[src/rtl/ahbl_pkg.sv]
// Shared AHB-Lite encodings and the default-slave state type.
package ahbl_pkg;

    localparam logic [1:0] HTRANS_IDLE   = 2'b00;
    localparam logic [1:0] HTRANS_BUSY   = 2'b01;
    localparam logic [1:0] HTRANS_NONSEQ = 2'b10;
    localparam logic [1:0] HTRANS_SEQ    = 2'b11;

    localparam logic HRESP_OKAY  = 1'b0;
    localparam logic HRESP_ERROR = 1'b1;

    // Address bits [31:28] select one of 16 pages of 256 MB.
    localparam int PAGE_W = 4;

    typedef enum logic [1:0] {
        DS_OK   = 2'd0,
        DS_ERR1 = 2'd1,
        DS_ERR2 = 2'd2
    } dflt_state_t;

endpackage

[src/rtl/ahbl_default_slave.sv]
// Built-in default slave: answers unmapped accesses with the two-cycle
// AHB-Lite ERROR response.
//
// state   | meaning
// --------+---------------------------------------------------------
// DS_OK   | idle, zero-wait OKAY (HREADYOUT=1, HRESP=0)
// DS_ERR1 | first ERROR cycle, stall the master (HREADYOUT=0, HRESP=1)
// DS_ERR2 | second ERROR cycle, complete it (HREADYOUT=1, HRESP=1)
module ahbl_default_slave
    import ahbl_pkg::*;
(
    input  logic HCLK,
    input  logic HRESET,
    input  logic accept_miss,
    output logic HREADYOUT,
    output logic HRESP
);

    dflt_state_t state;

    // State and registered outputs advance together; ERR1 always moves on,
    // even if the master cancels its pending transfer.
    always_ff @(posedge HCLK or posedge HRESET) begin
        if (HRESET) begin
            state     <= DS_OK;
            HREADYOUT <= 1'b1;
            HRESP     <= HRESP_OKAY;
        end else begin
            case (state)
                DS_OK: begin
                    if (accept_miss) begin
                        state     <= DS_ERR1;
                        HREADYOUT <= 1'b0;
                        HRESP     <= HRESP_ERROR;
                    end
                end
                DS_ERR1: begin
                    state     <= DS_ERR2;
                    HREADYOUT <= 1'b1;
                    HRESP     <= HRESP_ERROR;
                end
                DS_ERR2: begin
                    if (accept_miss) begin
                        state     <= DS_ERR1;
                        HREADYOUT <= 1'b0;
                        HRESP     <= HRESP_ERROR;
                    end else begin
                        state     <= DS_OK;
                        HREADYOUT <= 1'b1;
                        HRESP     <= HRESP_OKAY;
                    end
                end
                default: begin
                    state     <= DS_OK;
                    HREADYOUT <= 1'b1;
                    HRESP     <= HRESP_OKAY;
                end
            endcase
        end
    end

endmodule

[src/rtl/ahbl_splitter_n.sv]
// N-port AHB-Lite splitter: page decode on HADDR[31:28] into one-hot
// selects, data-phase response mux, and a built-in default slave for
// unmapped pages.
module ahbl_splitter_n
    import ahbl_pkg::*;
#(
    parameter int                   NS       = 4,
    parameter int                   DW       = 32,
    parameter logic [NS*PAGE_W-1:0] PAGE_MAP = {4'h8, 4'h4, 4'h2, 4'h0},
    parameter logic [31:0]          ERR_DATA = 32'hBADDBEEF
)(
    input  logic             HCLK,
    input  logic             HRESET,
    input  logic [31:0]      HADDR,
    input  logic [1:0]       HTRANS,
    output logic             HREADY,
    output logic [DW-1:0]    HRDATA,
    output logic             HRESP,
    output logic [NS-1:0]    S_HSEL,
    input  logic [NS*DW-1:0] S_HRDATA,
    input  logic [NS-1:0]    S_HREADYOUT,
    input  logic [NS-1:0]    S_HRESP
);

    localparam logic [DW-1:0] ERR_DATA_DW = DW'(ERR_DATA);

    logic [NS-1:0] sel_d;
    logic          dflt_d;
    logic          hit;
    logic          accept_miss;
    logic          ds_ready;
    logic          ds_resp;
    logic          unused_bits;

    // Only the page bits take part in decode; the low address bits and
    // the SEQ/NONSEQ distinction are irrelevant here.
    assign unused_bits = ^{HADDR[27:0], HTRANS[0]};

    // Page decode; the first matching slot claims the page so duplicate
    // page IDs never produce more than one select.
    always_comb begin
        S_HSEL = '0;
        hit    = 1'b0;
        for (int i = 0; i < NS; i++) begin
            if (!hit && (HADDR[31:28] == PAGE_MAP[i*PAGE_W +: PAGE_W])) begin
                S_HSEL[i] = 1'b1;
                hit       = 1'b1;
            end
        end
    end

    assign accept_miss = HTRANS[1] & HREADY & ~hit;

    // Capture the data-phase owner whenever the bus is ready; IDLE/BUSY
    // leave nobody selected so they complete as zero-wait OKAY.
    always_ff @(posedge HCLK or posedge HRESET) begin
        if (HRESET) begin
            sel_d  <= '0;
            dflt_d <= 1'b0;
        end else if (HREADY) begin
            if (HTRANS[1]) begin
                sel_d  <= S_HSEL;
                dflt_d <= ~hit;
            end else begin
                sel_d  <= '0;
                dflt_d <= 1'b0;
            end
        end
    end

    ahbl_default_slave u_default_slave (
        .HCLK        (HCLK),
        .HRESET      (HRESET),
        .accept_miss (accept_miss),
        .HREADYOUT   (ds_ready),
        .HRESP       (ds_resp)
    );

    // Data-phase response mux; sel_d is one-hot or zero.
    always_comb begin
        HREADY = 1'b1;
        HRESP  = HRESP_OKAY;
        HRDATA = ERR_DATA_DW;
        if (dflt_d) begin
            HREADY = ds_ready;
            HRESP  = ds_resp;
        end
        for (int i = 0; i < NS; i++) begin
            if (sel_d[i]) begin
                HREADY = S_HREADYOUT[i];
                HRESP  = S_HRESP[i];
                HRDATA = S_HRDATA[DW*i +: DW];
            end
        end
    end

endmodule
[config.mk]
export PLATFORM = sky130hd
export DESIGN_NAME = ahbl_splitter_n
export DESIGN_NICKNAME = d
export VERILOG_FILES = /design/src/rtl/ahbl_pkg.sv /design/src/rtl/ahbl_default_slave.sv /design/src/rtl/ahbl_splitter_n.sv
export SDC_FILE = /design/constraint.sdc
export NUM_CORES = 1
export LEC_CHECK = 0
export BUFFER_PORTS_ARGS = -buffer_cell sky130_fd_sc_hd__buf_4
export CAP_MARGIN = 25
export CORE_AREA = 2 2 81 83
export CTS_CLUSTER_DIAMETER = 50
export DETAILED_ROUTE_END_ITERATION = 12
export DIE_AREA = 0 0 83 85
export PLACE_DENSITY_LB_ADDON = 0.25
export SYNTH_ARGS = -nofsm -noshare
export SYNTH_HDL_FRONTEND = slang
export SYNTH_HIERARCHICAL = 1
export SYNTH_SLANG_ARGS = --single-unit
[constraint.sdc]
create_clock -name HCLK -period 2.1 [get_ports HCLK]
set_input_delay 0.42 -clock HCLK [delete_from_list [all_inputs] [get_ports HCLK]]
set_output_delay 0.42 -clock HCLK [all_outputs]
set_load 0.02 [all_outputs]
======== Word-level counts from Yosys, hierarchy flattened ========
Cells that the tools add are included.
storage, ports and cells
  register bits after elaboration ......... 9
  bits in latches ......................... 0
  RAM bits ................................ 0
  bits in read-only memories .............. 0
  bits of input ports ..................... 172
  output and inout port bits .............. 38
  logic and storage cells ................. 54
  memories kept ........................... 0
cells by class
  add/sub/neg operators ................... 0
  multipliers ............................. 0
  div/mod/pow operators ................... 0
  $lt $le $gt $ge ......................... 0
  equality and inequality tests ........... 6
  shift operators ......................... 0
  muxes and demuxes ....................... 32
  bitwise operators ....................... 3
  reductions and logical operators ........ 8
operators with widths
  operator                                              count
  2-to-1 mux 32 bit                                     4
  2-to-1 mux 1 bit                                      23
  case mux 2 bit (3 select lines)                       1
  equality test 4 x 2 -> 1 bit (second input constant)  1
  equality test 4 x 3 -> 1 bit (second input constant)  1
  equality test 4 bit (second input constant)           1
  zero test 4 bit                                       1
  2-to-1 mux 4 bit                                      1
  logical AND 1 bit                                     3
  zero test 1 bit                                       3
  case mux 1 bit (3 select lines)                       1
  bitwise AND 1 bit                                     2
  equality test 2 x 1 -> 1 bit (second input constant)  1
  equality test 2 bit (second input constant)           1
  zero test 2 bit                                       1
  2-to-1 mux 2 bit                                      1
  != test 2 bit (second input constant)                 1
  case mux 1 bit (2 select lines)                       1
  NOT 1 bit                                             1

======== Depth between registers and ports, before layout ========
Gate-level depths: netlist of run 1.
  depth after elaboration ................. 15
  gate-level depth with buffers ........... 7
  depth with buffers taken out ............ 6

======== Modules after synthesis ========
Netlist of run 1, hierarchy kept.
modules (own cells, without submodules)
  module              times used  cells each  area an instance (um^2)
  ahbl_splitter_n     1           194         1332.5
  ahbl_default_slave  1           11          142.6

======== Worst setup path before layout of run 1 ========
Ideal clock, no wire load.
  kind .................................... flip-flop to output port
  from .................................... register sel_d[2]
  to ...................................... output port HRDATA[14]
  arrival time ............................ 1.549 ns
  data required time ...................... 1.680 ns
  slack ................................... 0.131 ns
  cell stages (with the launch flop) ...... 5
  path buffers ............................ 2
  cells stage by stage .................... dfrtp_1 > clkbuf_1 > clkbuf_1 > a221oi_1 > o31ai_1
on the way
  cells in the longest elaborated chain, start to end .. 2
ends and longest elaborated chain
  item                             RTL line               source
  start: declaration               ahbl_splitter_n.sv:27  logic [NS-1:0] sel_d;
  start signal: assignment         ahbl_splitter_n.sv:58  sel_d <= '0;
  start signal: assignment         ahbl_splitter_n.sv:62  sel_d <= S_HSEL;
  start signal: assignment         ahbl_splitter_n.sv:65  sel_d <= '0;
  2-to-1 mux 32 bit (2 in series)  ahbl_splitter_n.sv:89  if (sel_d[i]) begin
  end: declaration                 ahbl_splitter_n.sv:17  output logic [DW-1:0] HRDATA,
Every way passes these cells.

======== Final worst setup path of run 1 ========
  from .................................... register sel_d[1]
  to ...................................... output port HRDATA[2]
on the way
  cells in the longest elaborated chain, start to end .. 3
ends and longest elaborated chain
  item                             RTL line
  2-to-1 mux 32 bit (3 in series)  ahbl_splitter_n.sv:89
Every way passes these cells.

==> flow_summary.toml, run 1 <==
[outcome]
status = "finished clean"

[routing]
drt_iter0_drc = 47
vias = 2247
drcViolationCount = 0
vias_per_cell = 4.82
drt-pass1-iter-count = 4
wl_mm = 6.71
ant_nets = 0
routedWlPerCell_um = 14.4

[timing]
fmax_mhz = 481
min_period_over_period_pct = 99.0
setup_ws_ns = 0.0205
slew_headroom_pct = 72.7
rsz0062_at_grt = "yes"
hold_viol = 0
drv_slew = 0
worstMarginPinSlew_ns = 0.404
min_period_ns = 2.08
fin_worst_skew_ns = 0.00199
finalSetupViolations = 0

[die]
die_w_um = 83
io_pins = 210
die_h_um = 85
core-area_um2 = 6200
rows = 29
die_area_um2 = 7060
start_util_pct = 23.8

[clock_tree]
clk_pin_slew_ns = 0.04
clk_latency_ns = 0.22
cts_buffers = 3
clock_path_buffers = 2
cts_tree = "done"
clock-sinks = 9
cts_htree_levels = 1
root_buffer = "clkbuf_8"
hold_buffers = 0

[logic_synthesis]
synth_seq_cells = 9
seq_area_frac_synth_pct = 15.4
synth_top_family_by_area = "compound AO/OA/AOI/OAI gates"
yosysWarningCount = 6
synth-edff-count = 0
syn_nets = 377
netlist_top_cells_count = "nand2_1, o21ai_0, mux2_2, o22ai_1"
synth_top_area_share_pct = 17.6
synthAdderAreaFrac_pct = 0.679
synthArstFlopShare_pct = 100
syn_avg_cell_area_um2 = 7.20
synth-main-ff-cell = "dfrtp_1"
synth.distinct_cells = 34
yosysMostFrequentCell = "nand2_1"
synth_cells = 205
netlist_area_um2 = 1480
yosys.area_share.simple_pct = 23.8
synthTopCellsByArea = "mux2_2, dfrtp_1, o22ai_1, nand2_1, o21ai_0"
synth_compound_area_share_pct = 32.0
synthMuxAreaShare_pct = 20.9
yosys.area.top_type = "mux2_2"
synthXorXnorAreaFrac_pct = 0

[setup_path]
path_cells = "nand2b_4 > buf_12 > o22ai_2 > o21ai_0 > mux2_2 > buf_4"
startpoint_type = "flop"
worstSetupPathType = "reg2out"
crit_buf_inv = 2
cpPeakStageDelay_ns = 0.44
crit_slowest_cell = "dfrtp_2"
cp-end-kind = "primary output"
path_max_fanout = 23
worstPathArrival_ns = 1.66
critical-path-top-delay-family = "flip-flops"
required_ns = 1.68

[layout]
insertedDiodeCount = 0
multi_input_area_um2 = 1310
layout-drive-gt1-share_pct = 67.1
seqCellArea_um2 = 230
syn_to_final_growth_pct = 123
final_nets = 562
fin_cells = 466
fillers = 628

[global_routing]
grt-ovfl-total = 0
grt_pass1_vias = 2138
antenna_found_initial = 0
track_usage_pct = 16.7
grt_pass1_wl_mm = 9.95
grt_max_degree = 47

[pwr]
power_leakage_nw = 1.43
max-vdd-ir-drop_uv = 187
total_power_w = 0.00123
power_density_nw_per_um2 = 373

[hold_path]
hold_path.class = "in2async"

[flow_run]
maxCapViolCount = 0

[placement]
gpl.final_weighted_congestion = 0.818
place_inst = 452
pre_cts_slack_ns = 0.190
hpwlAfterDp_mm = 5.14
io_buffers = 180
flip-flops by register name, summed over array words and instances, names as in the netlist:
name                       count
u_default_slave/state          2
u_default_slave/HREADYOUT      1
dflt_d                         1
sel_d                          4
u_default_slave/HRESP          1
where the power goes:
part / switching (W) / leakage, nW / internal (W)
clock: 0.0000595 / 0.0228 / 0.000132
sequential: 0.0000257 / 0.110 / 0.000212
combinational: 0.000340 / 1.30 / 0.000457
placed cells by master, fill, tap and decap left out, types with 2 or more instances in the layout:
master / count
buf_12: 4
inv_1: 5
mux2i_1: 2
o21ai_1: 11
nor4b_1: 3
clkbuf_8: 3
o22ai_1: 3
mux2_4: 2
nor2b_1: 10
dfrtp_1: 5
nand3b_1: 2
mux2_2: 23
a21oi_1: 7
nand2_1: 36
o31ai_1: 7
a221oi_1: 6
nor2_1: 4
o21bai_1: 2
dfrtp_2: 3
o21ai_0: 14
buf_4: 189
buf_6: 5
o22ai_2: 20
nor3_1: 2
nor3b_1: 2
path summary, 6_finish.rpt:
check,from,end,slack (ns),depth (start not counted)
worst max-delay path,sel_d[1]$_DFFE_PP0N_,HRDATA[2],0.02,6
worst min register to register,u_default_slave/state[1]$_DFFE_PP0P_,u_default_slave/state[1]$_DFFE_PP0P_,0.45,1
worst max register to register,sel_d[1]$_DFFE_PP0N_,sel_d[2]$_DFFE_PP0N_,0.30,6
max in group asynchronous,HRESET,u_default_slave/HREADYOUT$_DFFE_PP1P_,1.79,2
min in group HCLK,u_default_slave/state[1]$_DFFE_PP0P_,u_default_slave/state[1]$_DFFE_PP0P_,0.45,1
worst min-delay path,HRESET,u_default_slave/state[0]$_DFFE_PP0P_,0.08,2
layer usage:
layer  share of wire [%]  vias up  global-route usage, %
met2                  51      111                   29.5
met1                  39      994                   21.2
met3                 7.9       10                   2.63
li1                    -     1132                      -
met4                 1.7        0                   4.32
met5                   0        -                      0
cell families after synthesis:
group	count (synthesis)
AND/OR/NAND/NOR	68
flip-flops	9
multiplexers	27
AO/OA/AOI/OAI	75
buffers and inverters	25
adder cells (fa/ha/maj)	1
layout make-up:
class                           instances  share of cell area, %
Tap cell                               77                   2.93
Inverter                                6                  0.686
Multi-Input combinational cell        171                   39.9
Timing Repair Buffer                  199                   48.1
Sequential cell                         9                   7.01
Clock buffer                            4                   1.37
timing repair:
item                                    in CTS  in global routing
endpoints found under the setup margin      16                 27
gates resized for setup                      3                 45
setup buffers                                0                  9
cloned                                       0                  1
pin swaps                                    0                  5
per-stage QoR:
step	setup TNS, ns	area (um2)	hold WS [ns]	utilization [%]
floorplan	0	1480	0.185	-
global placement	0	2950	0.319	47.5
detailed placement	0	2950	0.324	47.5
CTS	-0.00299	3010	0.0845	48.4
global route	-0.717	3280	0.0875	52.9
finish	0	3280	0.0835	52.9
Power figures use the tool's default switching activity.
==> run 2: changes to the inputs <==
--- a/config.mk
+++ b/config.mk
@@ -12,6 +12,7 @@
 export DETAILED_ROUTE_END_ITERATION = 12
 export DIE_AREA = 0 0 83 85
 export PLACE_DENSITY_LB_ADDON = 0.25
+export SETUP_SLACK_MARGIN = 0.1
 export SYNTH_ARGS = -nofsm -noshare
 export SYNTH_HDL_FRONTEND = slang
 export SYNTH_HIERARCHICAL = 1
==> run 2 against run 1 <==
- non-clock buffer count up 3
- sequential power hardly changed
- worst setup slack better by 0.019 ns
- first-iteration DRC count decreased by 19%
- clock-buffer cell count is the same
- sequential share of layout area shrank 0.33 points
- clock skew about the same
- critical path type unchanged
- routed wire length grew 4.9%
- highest routed layer unchanged
- design area up 4.9%
- clock power hardly changed
- die area unchanged
==> flow_summary.toml, run 2 (synthesized netlist as in run 1, its figures left out) <==
[timing]
min_period_over_period_pct = 98.1
fin_worst_skew_ns = 0.00213
drv_slew = 0
fmax_mhz = 485
slew_headroom_pct = 72.6
worstMarginPinSlew_ns = 0.405
hold_viol = 0
hold_ws_ns = 0.0834
min_period_ns = 2.06
rsz0062_at_grt = "yes"
finalSetupViolations = 0

[clock_tree]
cts_buffers = 3
clock-sinks = 9
hold_buffers = 0
cts_htree_levels = 1
clk_pin_slew_ns = 0.04
clock_path_buffers = 2
clk_latency_ns = 0.22
cts_tree = "done"
root_buffer = "clkbuf_8"

[setup_path]
path_max_fanout = 12
r2r_start = "sel_d[1]$_DFFE_PP0N_"
worstSetupPathType = "reg2out"
cpPeakStageDelay_ns = 0.42
required_ns = 1.68
crit_slowest_cell = "dfrtp_2"
path_cells = "nand2b_4 > buf_12 > o22ai_2 > o21ai_1 > mux2_2 > buf_4"
cp-end-kind = "primary output"
startpoint_type = "flop"
cp-startpoint = "sel_d[1]$_DFFE_PP0N_"
worstPathArrival_ns = 1.64
rrSetupSlack_ns = 0.24

[layout]
insertedDiodeCount = 0
fillers = 608
layout_common_cells = "buf_4, nand2_1, o22ai_2"
syn_to_final_growth_pct = 134
final_nets = 565
layout-drive-gt1-share_pct = 69.9
reg_top3 = "sel_d (4), u_default_slave/state (2)"
largest_register_ffs = 4
final_area_um2 = 3440
regMostFlops = "sel_d"
final_common_cell = "buf_4"

[placement]
placed_cell_area_um2 = 2950
gpl.final_weighted_congestion = 0.818
io_buffers = 180
hpwlAfterDp_mm = 5.14

[global_routing]
track_usage_pct = 17.4
grt_pass1_wl_mm = 10.3
grt_max_degree = 47
grt_pass1_vias = 2215
antenna_found_initial = 0
grt-ovfl-total = 0

[die]
io_pins = 210
die_h_um = 85
rows = 29
core-area_um2 = 6200
die_area_um2 = 7060
die_w_um = 83
start_util_pct = 23.8

[routing]
ant_nets = 0
vias_per_cell = 4.85
vias = 2276
drt-pass1-iter-count = 6
drt_iter0_drc = 38
routedWlPerCell_um = 15.0
wl_mm = 7.04
drcViolationCount = 0

[hold_path]
hold_path.class = "in2async"

[pwr]
power_leakage_nw = 1.52
power_density_nw_per_um2 = 374
max-vdd-ir-drop_uv = 192

[outcome]
status = "finished clean"

[flow_run]
maxCapViolCount = 0
==> run 2: power breakdown <==
part | internal, W | leakage, nW | switching [W]
clock network | 0.000132 | 0.0228 | 0.0000596
logic | 0.000495 | 1.39 | 0.000365
registers | 0.000212 | 0.110 | 0.0000254
==> run 2: worst paths after layout <==
kind / depth (start not counted) / end
max: 6 / HRDATA[12]
min: 2 / u_default_slave/state[0]$_DFFE_PP0P_
max reg2reg: 7 / sel_d[2]$_DFFE_PP0N_
min reg2reg: 1 / u_default_slave/state[1]$_DFFE_PP0P_
max in group asynchronous: 2 / u_default_slave/HREADYOUT$_DFFE_PP1P_
min in group HCLK: 1 / u_default_slave/state[1]$_DFFE_PP0P_
==> run 2: layer usage <==
layer / vias to the layer above / GRT usage (%) / part of all wire [%]
li1: 1142 / - / -
met1: 1017 / 21.3 / 39
met2: 109 / 31.9 / 52
met3: 8 / 2.63 / 6.7
met4: 0 / 4.17 / 1.5
met5: - / 0 / 0
==> run 2: metrics by stage <==
| step | util [%] | instances | setup slack (ns) | power, W | TNS (ns) |
|---|---|---|---|---|---|
| after global routing | 55.5 | 469 | -0.0539 | 0.00138 | -0.399 |
| after global placement | 47.5 | 452 | 0.193 | 0.000957 | 0 |
| after CTS | 50.9 | 467 | 0.0460 | 0.00121 | 0 |
| final | 55.5 | 469 | 0.0391 | 0.00129 | 0 |
| after detailed placement | 47.5 | 452 | 0.190 | 0.000965 | 0 |
| after floorplan | - | 205 | 0.131 | 0.000573 | 0 |
==> run 2: layout make-up <==
type                       count  area [um2]  area share (%)
timing repair buffer         202        1650            47.9
multi-input combinational    171        1400            40.6
sequential                     9         230            6.68
tap                           77        96.3            2.80
clock buffer                   4        45.0            1.31
inverter                       6        22.5           0.654
==> run 2: critical path, delay by kind of cell (launching register included) <==
family | cells | cell delay, ns
AO/OA/AOI/OAI | 2 | 0.21
buffers and inverters | 2 | 0.32
flip-flops | 1 | 0.42
multiplexers | 1 | 0.28
AND/OR/NAND/NOR | 1 | 0.18
==> run 2: what timing repair did <==
item | in CTS | in global routing
setup buffers | 11 | 1
endpoints found under the setup margin | 27 | 34
resized for setup | 15 | 71
pin swaps | 2 | 5
cloned | 0 | 1
==> run 3: changes to the inputs <==
--- a/config.mk
+++ b/config.mk
@@ -5,12 +5,13 @@
 export SDC_FILE = /design/constraint.sdc
 export NUM_CORES = 1
 export LEC_CHECK = 0
-export BUFFER_PORTS_ARGS = -buffer_cell sky130_fd_sc_hd__buf_4
+export BUFFER_PORTS_ARGS = -buffer_cell sky130_fd_sc_hd__buf_2
 export CAP_MARGIN = 25
 export CORE_AREA = 2 2 81 83
 export CTS_CLUSTER_DIAMETER = 50
 export DETAILED_ROUTE_END_ITERATION = 12
 export DIE_AREA = 0 0 83 85
+export MAX_ROUTING_LAYER = met4
 export PLACE_DENSITY_LB_ADDON = 0.25
 export SETUP_SLACK_MARGIN = 0.1
 export SYNTH_ARGS = -nofsm -noshare
==> run 3 against run 2 <==
- via count down 3.8%
- hold slack worse by 0.0090 ns
- flip-flop and latch count unchanged
- clock skew about the same
- critical endpoint is now HRDATA[9]
==> flow_summary.toml, run 3 (synthesized netlist as in run 1, its figures left out) <==
[outcome]
status = "finished clean"

[routing]
routedWlPerCell_um = 13.6
vias_per_cell = 4.75
vias = 2190
drt-pass1-iter-count = 4
wl_met3_um = 483
wl_mm = 6.29
drcViolationCount = 0
wirelength_met1_mm = 2.50
drt_iter0_drc = 36
ant_nets = 0
wl_met2_mm = 3.19
highest_layer = "met4"

[clock_tree]
cts_htree_levels = 1
clk_latency_ns = 0.23
clk_pin_slew_ns = 0.04
clock-sinks = 9
cts_buffers = 3
cts_tree = "done"
clock_path_buffers = 2
root_buffer = "clkbuf_8"

[die]
rows = 29
die_w_um = 83
die_h_um = 85
start_util_pct = 23.8
core-area_um2 = 6200
die_area_um2 = 7060
io_pins = 210

[timing]
fin_worst_skew_ns = 0.00163
fmax_mhz = 482
drv_slew = 0
slew_headroom_pct = 76.2
min_period_ns = 2.07
rsz0062_at_grt = "yes"
min_period_over_period_pct = 98.8
worstMarginPinSlew_ns = 0.352
hold_viol = 0
hold_ws_ns = 0.0745
finalSetupViolations = 0

[setup_path]
worstPathArrival_ns = 1.65
worstSetupPathType = "reg2out"
cp-end-kind = "primary output"
r2r_end = "u_default_slave/HRESP$_DFFE_PP0P_"
r2r_start = "sel_d[1]$_DFFE_PP0N_"
rrSetupSlack_ns = 0.24
required_ns = 1.68
startpoint_type = "flop"
path_max_fanout = 23
rr_worst_depth = 8

[layout]
fin_util_pct = 44.7
layout-drive-gt1-share_pct = 65.9
insertedDiodeCount = 0
seqCellArea_um2 = 230
syn_to_final_growth_pct = 87.9
final_common_cell = "buf_2"
regMostFlops = "sel_d"
fillers = 645
final_area_um2 = 2770
layout_common_cells = "buf_2, nand2_1, mux2_2, buf_4, o21ai_0"
multi_input_area_um2 = 1290
largest_register_ffs = 4
reg_top3 = "sel_d (4), u_default_slave/state (2)"
final_nets = 557

[pwr]
power_density_nw_per_um2 = 401
power_leakage_nw = 1.25
max-vdd-ir-drop_uv = 182

[hold_path]
hold_path.class = "in2async"

[global_routing]
grt-ovfl-total = 0
antenna_found_initial = 0
grt_max_degree = 46
grt_pass1_wl_mm = 9.45
grt_pass1_vias = 2138
track_usage_pct = 16.2

[placement]
hpwlAfterDp_mm = 4.88
gpl.final_weighted_congestion = 0.779
placed_cell_area_um2 = 2480
io_buffers = 180

[flow_run]
maxCapViolCount = 0
-- run 3: area by class of cell --
cell class	instances	area share, %
multi-input combinational	171	46.5
timing repair buffer	194	39.2
clock buffer	4	1.63
inverter	6	0.813
sequential	9	8.31
tap	77	3.48
-- run 3: critical path, cell delays in order, from the launching register on --
cell	delay, ns
dfrtp_2	0.43
nand2b_4	0.16
buf_12	0.16
o22ai_1	0.14
o21ai_0	0.10
mux2_2	0.27
buf_4	0.16
-- run 3: repair_timing --
| action | 4_1_cts | 5_1_grt |
|---|---|---|
| hold buffers | 0 | 0 |
| pin swaps | 3 | 5 |
| endpoints found under the setup margin | 29 | 35 |
| buffers inserted | 2 | 2 |
| resized for setup | 32 | 26 |
-- run 3: layer usage --
metal	track usage [%]	vias up
met5	-	-
met4	4.77	0
met2	29.6	120
met3	1.85	12
met1	18.5	940
li1	-	1118
-- run 3: where the power goes --
group          switching (W)  internal, W
Combinational       0.000334     0.000340
Sequential         0.0000293     0.000212
Clock              0.0000635     0.000132
Total               0.000427     0.000684
-- run 3: worst max-delay path by stage --
stage                               startpoint         end  slack [ns]  cells past startpoint
after floorplan           sel_d[2]$_DFFE_PP0N_  HRDATA[14]        0.13                      4
after CTS                 sel_d[1]$_DFFE_PP0N_  HRDATA[20]        0.03                      6
final                     sel_d[1]$_DFFE_PP0N_   HRDATA[9]        0.03                      6
after global placement    sel_d[0]$_DFFE_PP0N_   HRDATA[2]        0.19                      6
after detailed placement  sel_d[0]$_DFFE_PP0N_  HRDATA[12]        0.09                      6
after global routing      sel_d[1]$_DFFE_PP0N_  HRDATA[18]       -0.03                      6
-- run 3: through the flow --
stage | setup TNS [ns] | setup WS [ns] | instances | power [W]
floorplan | 0 | 0.131 | 205 | 0.000573
global placement | 0 | 0.189 | 453 | 0.000832
detailed placement | 0 | 0.0865 | 453 | 0.000845
CTS | 0 | 0.0341 | 459 | 0.00109
global route | -0.366 | -0.0278 | 461 | 0.00119
finish | 0 | 0.0261 | 461 | 0.00111
